[config.mk]
export PLATFORM = sky130hd
export DESIGN_NAME = timer_arbiter
export DESIGN_NICKNAME = d
export VERILOG_FILES = /design/src/rtl/timer_arbiter.sv
export SDC_FILE = /design/constraint.sdc
export NUM_CORES = 1
export LEC_CHECK = 0
export ABC_AREA = 1
export CAP_MARGIN = 40
export CORE_MARGIN = 1
export CORE_UTILIZATION = 40
export DETAILED_ROUTE_END_ITERATION = 10
export DONT_BUFFER_PORTS = 1
export GPL_TIMING_DRIVEN = 0
export SYNTH_ARGS = -nofsm -noshare
export SYNTH_HDL_FRONTEND = slang
export SYNTH_SLANG_ARGS = --single-unit
[constraint.sdc]
create_clock -name clk -period 4.5 [get_ports clk]
set_input_delay 0.45 -clock clk [delete_from_list [all_inputs] [get_ports clk]]
set_output_delay 0.45 -clock clk [all_outputs]
set_load 0.005 [all_outputs]
[src/rtl/timer_arbiter.sv]
// -----------------------------------------------------------------------------
// timer_arbiter
//
// Purpose:
//    One shared timer handed out to N_REQ requesters in round-robin order.
//    The winner's terminal count is latched when it is granted. The timer then
//    counts up on tick cycles and saturates at that limit. When the count
//    reaches the limit the owner receives a one-cycle done pulse and the timer
//    is released. If the owner drops its request before that, the grant is
//    aborted: the timer is released and no done is produced.
//
// Ports:
//    clk    - single clock, everything updates on its rising edge
//    clr_n  - synchronous active-low reset
//    req    - per-requester timeout request (N_REQ bits)
//    limit  - packed per-requester terminal counts, requester i at [i*WIDTH +: WIDTH]
//    tick   - count enable
//    grant  - registered one-hot current owner, zero when the timer is free
//    done   - registered one-cycle completion pulse on the owner's bit
//    busy   - high whenever grant is non-zero
//    count  - shared timer value
// -----------------------------------------------------------------------------
module timer_arbiter #(
   parameter int N_REQ = 4,
   parameter int WIDTH = 8
) (
   input  logic                   clk,
   input  logic                   clr_n,
   input  logic [N_REQ-1:0]       req,
   input  logic [N_REQ*WIDTH-1:0] limit,
   input  logic                   tick,
   output logic [N_REQ-1:0]       grant,
   output logic [N_REQ-1:0]       done,
   output logic                   busy,
   output logic [WIDTH-1:0]       count
);

   localparam int IDXW = (N_REQ > 1) ? $clog2(N_REQ) : 1;

   typedef enum logic [1:0] {
      IDLE = 2'd0,
      RUN  = 2'd1,
      DONE = 2'd2
   } state_t;

   state_t state, state_next;

   logic [IDXW-1:0]  owner, owner_next;
   logic [IDXW-1:0]  last_owner, last_next;
   logic [IDXW-1:0]  winner;
   logic             found;
   logic [WIDTH-1:0] lim_q, lim_next;
   logic [WIDTH-1:0] count_next;
   logic [N_REQ-1:0] grant_next, done_next;
   logic [WIDTH-1:0] lim_arr [N_REQ];
   logic             owner_req;
   logic             at_limit;

   // Unpack the flat limit bus so a requester's limit can be picked by index.
   always_comb begin
      for (int i = 0; i < N_REQ; i++) begin
         lim_arr[i] = limit[i*WIDTH +: WIDTH];
      end
   end

   // Round-robin search. It starts just after the last owner and wraps, so the
   // last owner is always examined last.
   always_comb begin
      int j;
      logic [IDXW-1:0] cand;
      found  = 1'b0;
      winner = '0;
      j      = 0;
      cand   = '0;
      for (int k = 0; k < N_REQ; k++) begin
         j = int'(last_owner) + 1 + k;
         if (j >= N_REQ) begin
            j = j - N_REQ;
         end
         cand = IDXW'(j);
         if (!found && req[cand]) begin
            found  = 1'b1;
            winner = cand;
         end
      end
   end

   assign owner_req = req[owner];
   assign at_limit  = (count == lim_q);

   // State register.
   always_ff @(posedge clk) begin
      if (!clr_n) begin
         state <= IDLE;
      end else begin
         state <= state_next;
      end
   end

   // Next-state logic. An abort outranks completion when both happen in the
   // same cycle.
   always_comb begin
      state_next = state;
      case (state)
         IDLE: if (found) state_next = RUN;
         RUN: begin
            if (!owner_req) begin
               state_next = IDLE;
            end else if (at_limit) begin
               state_next = DONE;
            end
         end
         DONE:    state_next = IDLE;
         default: state_next = IDLE;
      endcase
   end

   // Output and datapath next values. grant and done are computed here and
   // registered below, so both outputs come straight from flops. Leaving RUN
   // clears grant on that same edge. As a result the done pulse never
   // overlaps grant.
   always_comb begin
      grant_next = grant;
      done_next  = '0;
      count_next = count;
      lim_next   = lim_q;
      owner_next = owner;
      last_next  = last_owner;
      case (state)
         IDLE: begin
            if (found) begin
               grant_next         = '0;
               grant_next[winner] = 1'b1;
               count_next         = '0;
               lim_next           = lim_arr[winner];
               owner_next         = winner;
            end
         end
         RUN: begin
            if (!owner_req) begin
               grant_next = '0;
               count_next = '0;
               last_next  = owner;
            end else if (at_limit) begin
               grant_next = '0;
               done_next  = grant;
               last_next  = owner;
            end else if (tick && (count < lim_q)) begin
               count_next = count + 1'b1;
            end
         end
         default: begin
         end
      endcase
   end

   // Datapath registers. After reset, last_owner points at the top index so
   // that requester 0 has the highest priority.
   always_ff @(posedge clk) begin
      if (!clr_n) begin
         grant      <= '0;
         done       <= '0;
         count      <= '0;
         lim_q      <= '0;
         owner      <= '0;
         last_owner <= IDXW'(N_REQ - 1);
      end else begin
         grant      <= grant_next;
         done       <= done_next;
         count      <= count_next;
         lim_q      <= lim_next;
         owner      <= owner_next;
         last_owner <= last_next;
      end
   end

   assign busy = |grant;

endmodule

# Yosys cells after proc, flatten, opt, wreduce, memory -nomap -nowiden
# Index checks and enable logic that the tools add are counted.
# totals
regBits	30
latchBits	0
ramBits	0
romBits	0
elab_cells	96
memories	0
# op_classes
addsub	9
mul	0
div_mod_pow	0
magnitude_cmp	13
eq_ne	7
shifts	0
mux	42
bitwise_logic	1
n_reduce_logical	17
# ops
operator	n
8-bit two-way mux	6
2-bit two-way mux	13
2-bit by 3-bit less-than comparator with 1-bit output, second input constant	6
8-bit binary-select mux with 2-bit select	1
8-bit case mux with 2 select lines	1
4-bit by 3-bit >= comparator with 1-bit output, second input constant	3
4-bit two-way mux	3
1-bit binary-select mux with 2-bit select	5
1-bit two-way mux	10
3-bit inequality test, second input constant	3
3-bit by 2-bit adder with 4-bit output, second input constant	2
8-bit by 1-bit adder with 8-bit output, second input constant	1
8-bit equality test	1
8-bit less-than comparator	1
4-bit case mux with 2 select lines	1
4-bit AND reduction	2
2-bit by 1-bit subtractor with 2-bit output, second input constant	4
3-bit >= comparator, second input constant	2
2-bit AND reduction	3
1-bit logical AND	5
3-bit by 1-bit adder with 4-bit output, second input constant	1
2-bit case mux with 2 select lines	1
4-bit OR reduction	1
2-bit by 1-bit adder with 3-bit output, second input constant	1
10 further kinds	12

# Depth between registers and ports, before layout
# Gate-level depths: netlist of run 1.
# depth
depth_word	21
ltp_mapped	17
depth_no_buf	15

# Least setup slack after synthesis of run 1
# OpenSTA, ideal clock, no wires.
# synth_timing
path_type	reg2reg
start	register count[7]
end	register count[0]
setup_ns	0.121
arrival_time_ns	1.820
slack_ns	2.559
stages_incl_launch_ff	11
n_path_buf	0
synth_period_minus_slack_ns	1.941
path_cell_list	dfxtp_1 > ha_1 > nand2_1 > inv_1 > nand3_1 > or2_2 > o21ai_0 > o31ai_2 > nand3_2 > nand2_1 > a21oi_1
# synth_via
elab_chain_len	4
elab_cells_between_ends	6
cone_classes	1 x order compare; 3 x eq/ne; 2 x reduce/logical
# synth_lines
item	line_no	text
start, declared	35	output logic [WIDTH-1:0] count
start signal, assigned	170	count <= count_next;
8-bit less-than comparator	148	end else if (tick && (count < lim_q)) begin
1-bit logical AND	148	
3-bit inequality test (no line)	--	
4-bit AND reduction (no line) *	--	
# Mark *: on every way between the ends. The rest lies on a longest branch, timed or not.
# A chain may end at the register's enable or synchronous reset.

# Worst setup path in the final report of run 1
# Same ends and word-level chain as after synthesis.

==> results of run 1 <==
worst max-delay path: stages, from the launching register on:
cell and delay [ps]:
dfxtp_1 440, ha_1 280, nand2_1 90, inv_1 40, nand3_1 70, or2_2 150
o21ai_0 100, o31ai_2 560, nand3_2 310, nand2_1 140, a21oi_1 70
power by group:
| part | internal (W) | total (W) | switching [W] |
|---|---|---|---|
| Clock | 0.000236 | 0.000339 | 0.000103 |
| Combinational | 0.000381 | 0.00113 | 0.000744 |
| Sequential | 0.000332 | 0.000377 | 0.0000450 |
per-layer routing:
layer / routed length (µm) / vias to the layer above / share of wire (%)
li1: - / 1038 / -
met1: 2300 / 836 / 50
met2: 2000 / 55 / 44
met3: 268 / 0 / 5.9
met4: 0 / 0 / 0
met5: 0 / - / 0
final cells by class:
type | instances | area [µm²]
buffer | 7 | 51.3
clock buffer | 6 | 82.6
clock inverter | 2 | 60.1
fill | 487 | 2540
inverter | 42 | 163
multi-input combinational | 230 | 1200
sequential | 30 | 601
tap | 67 | 83.8
metrics by stage:
| stage | util [%] | area (µm²) |
|---|---|---|
| after detailed placement | 43.9 | 2100 |
| after floorplan | - | 2020 |
| after global routing | 46.8 | 2240 |
| after CTS | 46.8 | 2240 |
| after global placement | 43.9 | 2100 |
| final | 46.8 | 2240 |
Yosys cell counts (all sizes together) (3+ instances only):
cell | number | area (µm²)
buf | 6 | 47.5
nand4 | 12 | 75.1
o211ai | 3 | 22.5
nand2 | 79 | 319
a21oi | 15 | 75.1
nor2 | 34 | 145
o21ai | 16 | 80.1
nand3 | 43 | 240
nor3 | 4 | 20.0
dfxtp | 30 | 601
inv | 40 | 155
ha | 9 | 113
cell families after synthesis:
logic type	Yosys count
AO/OA/AOI/OAI	39
XOR/XNOR	3
adder cells (fa/ha/maj)	9
buffers and inverters	49
flip-flops	30
AND/OR/NAND/NOR	179
worst max path at each step:
stage / endpoint / slack [ps] / cells after the start
3_5_place_dp: count[6] / 2140 / 10
5_1_grt: count[0] / 1820 / 10
6_report: count[0] / 2130 / 10
3_3_place_gp: count[1] / 2120 / 10
4_1_cts: count[3] / 2120 / 10
2_1_floorplan: count[0] / 2560 / 10
layout by cell type, fill, tap and decap left out, types with 3 or more instances in the layout:
cell type	Yosys	final
nand4_1	12	12
clkbuf_8	0	6
a21oi_1	15	15
o21ai_0	13	13
nand2_2	3	3
nand3_2	5	5
inv_2	4	4
nor2_1	31	31
o211ai_1	3	3
nor3_1	4	4
inv_1	34	34
ha_1	9	9
dfxtp_1	30	30
nand2_1	74	74
nand3_1	38	38
o21ai_1	3	3
registers in the layout (all words and copies together), names as in the netlist:
name,cells
count,8
lim_q,8
done,4
grant,4
last_owner,2
owner,2
state,2
==> summary.md, run 1 <==
| Metric | Value |
|---|---|
| Diodes inserted | 0 |
| Total power | 0.00184 W |
| Clk sinks | 30 |
| Cts repair resizes | 0 |
| EDFF count, synth | 0 |
| CORE AREA | 4790 µm² |
| Netlist cell types | 35 |
| Vias | 1929 |
| Flop-to-flop setup slack | 2130 ps |
| Pwr per Cell Area | 821 nW/µm² |
| Met1 Resource Use GR | 25.2% |
| Synth Area in Compound Gates | 10.8% |
| Worst Hold End | lim_q[0] |
| Setup repair bufs after CTS | 0 |
| Sequential area share after synthesis | 29.8% |
| Clock Skew | 4.08 ps |
| R2R Path Start | count[7] |
| TritonCTS clock tree | yes |
| Largest net degree at the start of global routing | 11 |
| Hold path cells | 2 |
| Unrepaired setup endpoints after global routing | no |
| Placed cells | 376 |
| Setup_tns | 0 ps |
| Routed Antenna Nets | 0 |
| PortBufs | 0 |
| Setup crit start kind | flip-flop |
| Post-CTS Hold Fix Bufs | 0 |
| Synth async-reset ratio | 0% |
| Clock buffer depth | 2 |
| Area of the mapped netlist | 2020 µm² |
| Final slew viol count | 0 |
| Worst-path clk slew | 70 ps |
| Met2 usage | 30.5% |
| Setup violators final | 0 |
| Die area | 5330 µm² |
| Simple-Gate Fraction of Synth Area | 41.9% |
| Critical path fanouts, max | 9 |
| Mapped Cells | 309 |
| DRT iter0 DRCs | 62 |
| R2R depth | 10 |
| Critical path launch point | count[7] |
| Setup ws final | 2130 ps |
| HPWL after detailed placement | 3620 µm |
| Mux contribution to synthesized area | 0% |
| Max_cap viols | 0 |
| Met3 Usage GRT | 6.35% |
| Hold crit path type | primary input to flip-flop |
| Leakage | 1.00 nW |
| P&R area growth vs syn | 11.2% |
| Final Hold Fails | 0 |
| Initial antenna violation count | 0 |
| Worst setup path category | flip-flop to flip-flop |
| Peak supply drop | 0.535 mV |
| Total wire length | 4570 µm |
| Fin crit share | 52.7% |
| Horiz. Die Dim | 73.0 µm |
| Num CTS Buffers | 5 |
| Clock latency at the later pin of the worst-skew pair | 280 ps |
| Max-Slew Margin vs Limit | 55.2% |
| Synth Register Bits | 30 |
| Pre-antenna DRT Iters | 4 |
| Top_reg_cell synth | dfxtp_1 |
| Fin crit period | 2370 ps |
| Mean post-synth cell area | 6.52 µm² |
| Worst Path Arrival | 2540 ps |
| FF-to-FF End | count[0] |
| Die Height | 73.0 µm |
| Drt drc | 0 |
| Hold slack final | 305 ps |
| Status | finished, final reports clean |
| Final GP Congestion | 0.822 |
| Crit end category | flip-flop |
| Share of cells above drive strength 1 | 11.4% |
| Fin cells | 384 |
| Largest family of logic cells by synthesized area | simple AND/OR/NAND/NOR gates |
| Grt ovf | 0 |
| Wire per inst | 11.9 µm |
| Via density | 5.02 |
| Layer with the highest usage | met2 |
| CP required | 4670 ps |
| Worst-Margin Slew | 668 ps |
| Number of H-tree levels | 2 |
| Synth Warn # | 0 |
| Synth Net Count | 357 |
| XOR/XNOR share of the synthesized area | 1.30% |
| Starting Density | 42.1% |
| Nets | 364 |
| Hold_sp | clr_n |
| First-pass GRT wire length | 7980 µm |
| Area share of fa/ha/maj cells after synthesis | 5.59% |
| Max frequency | 0.422 GHz |
| Clock root buffer | clkbuf_8 |
| Row cnt | 25 |
| Vias in the first global route | 1779 |
| Ports | 56 |
| Worst Setup Slack post-DPL | 2140 ps |
| Gr usage total | 19.1% |
Power figures use the tool's default switching activity.
==> run 2: changes to the inputs <==
Clock period 4.5 ns to 2.2 ns, I/O delays scaled along.
==> summary.md, run 2 (synthesized netlist as in run 1, its figures left out) <==
| Metric | Value |
|---|---|
| Status | finished, final reports clean (unchanged) |
| Unrepaired setup endpoints after global routing | no (unchanged) |
| Fin crit share | 92.9% (was 52.7%) |
| Final Hold Fails | 0 (unchanged) |
| Number of H-tree levels | 2 (unchanged) |
| Worst setup path category | flip-flop to flip-flop (unchanged) |
| Fin cells | 386 (was 384) |
| Critical path fanouts, max | 4 (was 9) |
| Initial antenna violation count | 0 (unchanged) |
| CP required | 2400 ps (was 4670 ps) |
| Wire per inst | 12.0 µm (was 11.9 µm) |
| P&R area growth vs syn | 13.4% (was 11.2%) |
| Worst Path Arrival | 2240 ps (was 2540 ps) |
| Pwr per Cell Area | 1670 nW/µm² (was 821 nW/µm²) |
| Total wire length | 4620 µm (was 4570 µm) |
| Max_cap viols | 0 (unchanged) |
| Met1 Resource Use GR | 25.1% (was 25.2%) |
| Nets | 366 (was 364) |
| CORE AREA | 4790 µm² (unchanged) |
| Hold slack final | 74.2 ps (was 305 ps) |
| Flop-to-flop setup slack | 160 ps (was 2130 ps) |
| Crit end category | flip-flop (unchanged) |
| Commonest non-fill, non-tap cell in the layout | nand2_1 (unchanged) |
| Vias | 1967 (was 1929) |
| Setup violators final | 0 (unchanged) |
| Via density | 5.10 (was 5.02) |
| PortBufs | 0 (unchanged) |
| Max frequency | 0.489 GHz (was 0.422 GHz) |
| Worst-path clk slew | 70 ps (about the same) |
| Clk sinks | 30 (unchanged) |
| Vias in the first global route | 1789 (was 1779) |
| Routed Antenna Nets | 0 (unchanged) |
| Grt ovf | 0 (unchanged) |
| Largest net degree at the start of global routing | 11 (unchanged) |
| Die Height | 73.0 µm (unchanged) |
| Diodes inserted | 0 (unchanged) |
| Peak supply drop | 1.09 mV (was 0.535 mV) |
| TritonCTS clock tree | yes (unchanged) |
| Most frequent cells in the layout | nand2_1, nand3_1, inv_1, nor2_1, dfxtp_1 (unchanged) |
| Pre-antenna DRT Iters | 4 (unchanged) |
| DRT iter0 DRCs | 66 (was 62) |
| Row cnt | 25 (unchanged) |
| Worst-Margin Slew | 343 ps (was 668 ps) |
| Setup crit start kind | flip-flop (unchanged) |
| Final GP Congestion | 0.822 (unchanged) |
| Die area | 5330 µm² (unchanged) |
| Placed cells | 376 (unchanged) |
| Setup_tns | 0 ps (unchanged) |
| Clock latency at the later pin of the worst-skew pair | 290 ps (was 280 ps) |
| Switching power total | 0.00184 W (was 0.000892 W) |
| Num CTS Buffers | 5 (unchanged) |
| Fin crit period | 2040 ps (was 2370 ps) |
| Gr usage total | 19.2% (was 19.1%) |
| HPWL after detailed placement | 3620 µm (unchanged) |
| Starting Density | 42.1% (unchanged) |
| First-pass GRT wire length | 8000 µm (was 7980 µm) |
| Max-Slew Margin vs Limit | 77.1% (was 55.2%) |
| Hold crit path type | primary input to flip-flop (unchanged) |
| Ports | 56 (unchanged) |
| Regs by FF count | count x8, lim_q x8 (unchanged) |
| Final slew viol count | 0 (unchanged) |
| Clock buffer depth | 2 (unchanged) |
| Layer with the highest usage | met2 (unchanged) |
| Post-CTS Hold Fix Bufs | 0 (unchanged) |
| Clock network power share | 18.3% (was 18.4%) |
| Share of cells above drive strength 1 | 14.1% (was 11.4%) |
| Seq pwr share | 20.3% (was 20.5%) |
| Post-layout util | 47.8% (was 46.8%) |
| Horiz. Die Dim | 73.0 µm (unchanged) |
| Switch share | 48.3% (was 48.5%) |
| Clock Skew | 4.27 ps (was 4.08 ps) |
| Met2 usage | 30.8% (was 30.5%) |
| Internal power | 0.00197 W (was 0.000949 W) |
| Met3 Usage GRT | 6.35% (unchanged) |
| Drt drc | 0 (unchanged) |
| Clock root buffer | clkbuf_8 (unchanged) |
| Leakage | 1.02 nW (was 1.00 nW) |
| Combinational Power Share | 61.4% (was 61.1%) |
## run 2: cell types whose count changed in the layout (fill, tap and decap cells not counted), sizes merged
cell / previous run / this run
buf: 6 / 8
## run 2: metrics by stage
step | setup slack, ps | area, µm² | power [W]
finish | 157 | 2290 | 0.00382
global route | 3.44 | 2290 | 0.00423
CTS | 14.0 | 2250 | 0.00381
detailed placement | -160 | 2100 | 0.00309
global placement | -175 | 2100 | 0.00306
floorplan | 259 | 2020 | 0.00263
## run 2: path summary, 6_finish.rpt
| check | start | to | cells after the start |
|---|---|---|---|
| worst max-delay path | count[7] | count[3] | 10 |
| worst min-delay path | clr_n | lim_q[0] | 2 |
| worst max register to register | count[7] | count[3] | 10 |
| worst min register to register | count[0] | count[0] | 2 |
## run 2: layout make-up
type                            instances  area [µm²]
Fill cell                             478        2500
Clock inverter                          2        60.1
Buffer                                  7        51.3
Inverter                               42         163
Multi-Input combinational cell        230        1220
Clock buffer                            6        82.6
Timing Repair Buffer                    2        18.8
Tap cell                               67        83.8
Sequential cell                        30         609
## run 2: layer usage
layer  up-vias  share of wire [%]
met5         -                  0
met4         0               0.30
met3         3                6.1
met2        64                 44
met1       857                 49
li1       1043                  -
## run 2: power groups by stage
stage	Combinational [W]	Clock [W]	Sequential [W]
2_1_floorplan	0.00188	0	0.000755
3_3_place_gp	0.00228	0	0.000778
3_5_place_dp	0.00231	0	0.000782
4_1_cts	0.00233	0.000712	0.000770
5_1_grt	0.00270	0.000735	0.000796
6_report	0.00234	0.000698	0.000774
## run 2: timing repair
item / CTS / global route
hold endpoints to repair: 0 / 0
pin swaps: 0 / 1
setup buffers: 0 / 2
resized for setup: 1 / 9
endpoints found under the setup margin: 8 / 9
## run 2: critical path, cell delays in order (launching register included)
cell and delay, ps:
dfxtp_2 350, ha_1 310, nand2_1 90, inv_1 40, nand3_1 70, or2_2 150, o21ai_0 140, o31ai_4 400
buf_6 160, nand4_1 70, a21oi_1 170
==> run 3: changes to the inputs <==
Settings changed: SETUP_SLACK_MARGIN from default to 0.5.
==> summary.md, run 3 (synthesized netlist as in run 1, its figures left out) <==
| Metric | Value |
|---|---|
| First-pass GRT wire length | 8850 µm (was 8000 µm) |
| Clock Skew | 8.49 ps (was 4.27 ps) |
| Ports | 56 (unchanged) |
| Starting Density | 42.1% (unchanged) |
| Pwr per Cell Area | 1870 nW/µm² (was 1670 nW/µm²) |
| P&R area growth vs syn | 43.8% (was 13.4%) |
| Routed Antenna Nets | 0 (unchanged) |
| TritonCTS clock tree | yes (unchanged) |
| CP bufs+invs | 3 (was 2) |
| CP required | 2380 ps (was 2400 ps) |
| Grt ovf | 0 (unchanged) |
| Most frequent cells in the layout | nand2_1, inv_1, nor2_1, nand3_1, nand2_2 (was nand2_1, nand3_1, inv_1, nor2_1, dfxtp_1) |
| Die area | 5330 µm² (unchanged) |
| Setup crit start kind | flip-flop (unchanged) |
| Hold_sp | clr_n (unchanged) |
| Critical Path, Cell by Cell | buf_8 > inv_8 > nand2_2 > nand2_2 > nand2_2 > nand2_4 > nor2_4 > nand3_4 > nand3_2 > nand2_4 > buf_4 > nand3_1 > nand3_2 > nor2_2 > nor2_1 (was ha_1 > nand2_1 > inv_1 > nand3_1 > or2_2 > o21ai_0 > o31ai_4 > buf_6 > nand4_1 > a21oi_1) |
| Largest net degree at the start of global routing | 12 (was 11) |
| Fin crit period | 1930 ps (was 2040 ps) |
| Clock latency at the later pin of the worst-skew pair | 280 ps (was 290 ps) |
| Filler Cell Count | 418 (was 478) |
| Horiz. Die Dim | 73.0 µm (unchanged) |
| Pre-antenna DRT Iters | 4 (unchanged) |
| Clock root buffer | clkbuf_8 (unchanged) |
| Hold crit path type | primary input to flip-flop (unchanged) |
| Row cnt | 25 (unchanged) |
| Most frequent CP cell | nand2_2 |
| HPWL after detailed placement | 3670 µm (was 3620 µm) |
| Gr usage total | 21.5% (was 19.2%) |
| Via density | 5.26 (was 5.10) |
| Die Height | 73.0 µm (unchanged) |
| Number of H-tree levels | 2 (unchanged) |
| Max layer used | met4 (unchanged) |
| Final Hold Fails | 0 (unchanged) |
| Clk sinks | 30 (unchanged) |
| Regs by FF count | count x8, lim_q x8 (unchanged) |
| Num CTS Buffers | 5 (unchanged) |
| CP Depth | 15 (was 10) |
| Final slew viol count | 0 (unchanged) |
| Initial antenna violation count | 0 (unchanged) |
| Crit end category | flip-flop (unchanged) |
| PortBufs | 0 (unchanged) |
| Vias | 2137 (was 1967) |
| Leakage | 1.21 nW (was 1.02 nW) |
| Wire per inst | 14.2 µm (was 12.0 µm) |
| Diodes inserted | 0 (unchanged) |
| DRT iter0 DRCs | 70 (was 66) |
| Vias in the first global route | 1941 (was 1789) |
| Flop-to-flop setup slack | 270 ps (was 160 ps) |
| CORE AREA | 4790 µm² (unchanged) |
| Final GP Congestion | 0.839 (was 0.822) |
| Critical path fanouts, max | 8 (was 4) |
| R2R Path Start | last_owner[0] (was count[7]) |
| Critical Path Sink | lim_q[3] (was count[3]) |
| Status | finished, final reports clean (unchanged) |
| CP delay by family, top | simple AND/OR/NAND/NOR gates (was compound AO/OA/AOI/OAI gates) |
| Max-Slew Margin vs Limit | 75.8% (was 77.1%) |
| Worst Path Arrival | 2110 ps (was 2240 ps) |
| R2R depth | 15 (was 10) |
| Commonest non-fill, non-tap cell in the layout | nand2_1 (unchanged) |
| Largest stage delay, worst path | 340 ps (was 400 ps) |
| Unrepaired setup endpoints after global routing | yes (was no) |
| Max frequency | 0.519 GHz (was 0.489 GHz) |
| Metal2 WL | 2940 µm (was 2050 µm) |
| Metal-1 WL | 2490 µm (was 2270 µm) |
| Hold path cells | 2 (unchanged) |
| Total power | 0.00541 W (was 0.00382 W) |
| Nets | 386 (was 366) |
| Worst setup path category | flip-flop to flip-flop (unchanged) |
| Drt drc | 0 (unchanged) |
| Slowest library cell on the worst path | dfxtp_2 (was o31ai_4) |
| Hold slack final | 45.3 ps (was 74.2 ps) |
| Share of cells above drive strength 1 | 41.6% (was 14.1%) |
| Fin crit share | 87.7% (was 92.9%) |
| Total wire length | 5760 µm (was 4620 µm) |
| Met3 wire len | 312 µm (was 283 µm) |
| Setup_tns | 0 ps (unchanged) |
| Clock buffer depth | 2 (unchanged) |
| Setup violators final | 0 (unchanged) |
| FF-to-FF End | lim_q[3] (was count[3]) |
| Peak supply drop | 1.63 mV (was 1.09 mV) |
| Critical path launch point | last_owner[0] (was count[7]) |
| Max_cap viols | 0 (unchanged) |
| Worst-Margin Slew | 362 ps (was 343 ps) |
| Worst-path clk slew | 60 ps (was 70 ps) |
run 3: how the worst min path moves through the flow:
stage,end
CTS,lim_q[0]
finish,owner[1]
global route,owner[1]
detailed placement,lim_q[0]
floorplan,grant[2]
global placement,owner[1]
run 3: worst reg2reg max path, stage by stage (launching register included):
cell	delay, ps
dfxtp_2	340
buf_8	140
inv_8	50
nand2_2	60
nand2_2	80
nand2_2	100
nand2_4	60
nor2_4	140
nand3_4	120
nand3_2	100
nand2_4	120
buf_4	170
nand3_1	100
nand3_2	100
nor2_2	110
nor2_1	40
run 3: report_power, final:
| group | internal, W | total (W) | switching, W | leakage [nW] |
|---|---|---|---|---|
| Clock | 0.000483 | 0.000696 | 0.000213 | 0.0714 |
| Sequential | 0.000692 | 0.000803 | 0.000112 | 0.252 |
| Combinational | 0.00168 | 0.00391 | 0.00223 | 0.885 |
run 3: through the flow:
step | utilization (%) | cells | worst slack (ps) | area (µm²)
2_1_floorplan | - | 309 | 382 | 2040
3_3_place_gp | 44.4 | 376 | 116 | 2120
3_5_place_dp | 44.4 | 376 | 84.5 | 2120
4_1_cts | 53.2 | 397 | 298 | 2540
5_1_grt | 60.6 | 406 | 144 | 2900
6_report | 60.6 | 406 | 272 | 2900
run 3: cell type report:
type	count	area, µm²	area share (%)
clock inverters	2	60.1	2.07
repair buffers	21	206	7.12
multi-input cells	231	1580	54.3
clock buffers	6	82.6	2.85
plain buffers	7	78.8	2.72
inverters	42	178	6.13
flip-flops and latches	30	634	21.9
well taps	67	83.8	2.89
run 3: routing by layer:
layer / up-vias / global-route usage, %
li1: 1088 / -
met1: 981 / 27.1
met2: 66 / 36.4
met3: 2 / 6.22
met4: 0 / 4.58
met5: - / 0
run 3: repair_timing:
item	4_1_cts	5_1_grt
hold buffers	0	0
gates cloned	2	1
gates resized for setup	43	82
pin swaps	19	33
endpoints found under the setup margin	26	29
buffers inserted	11	8
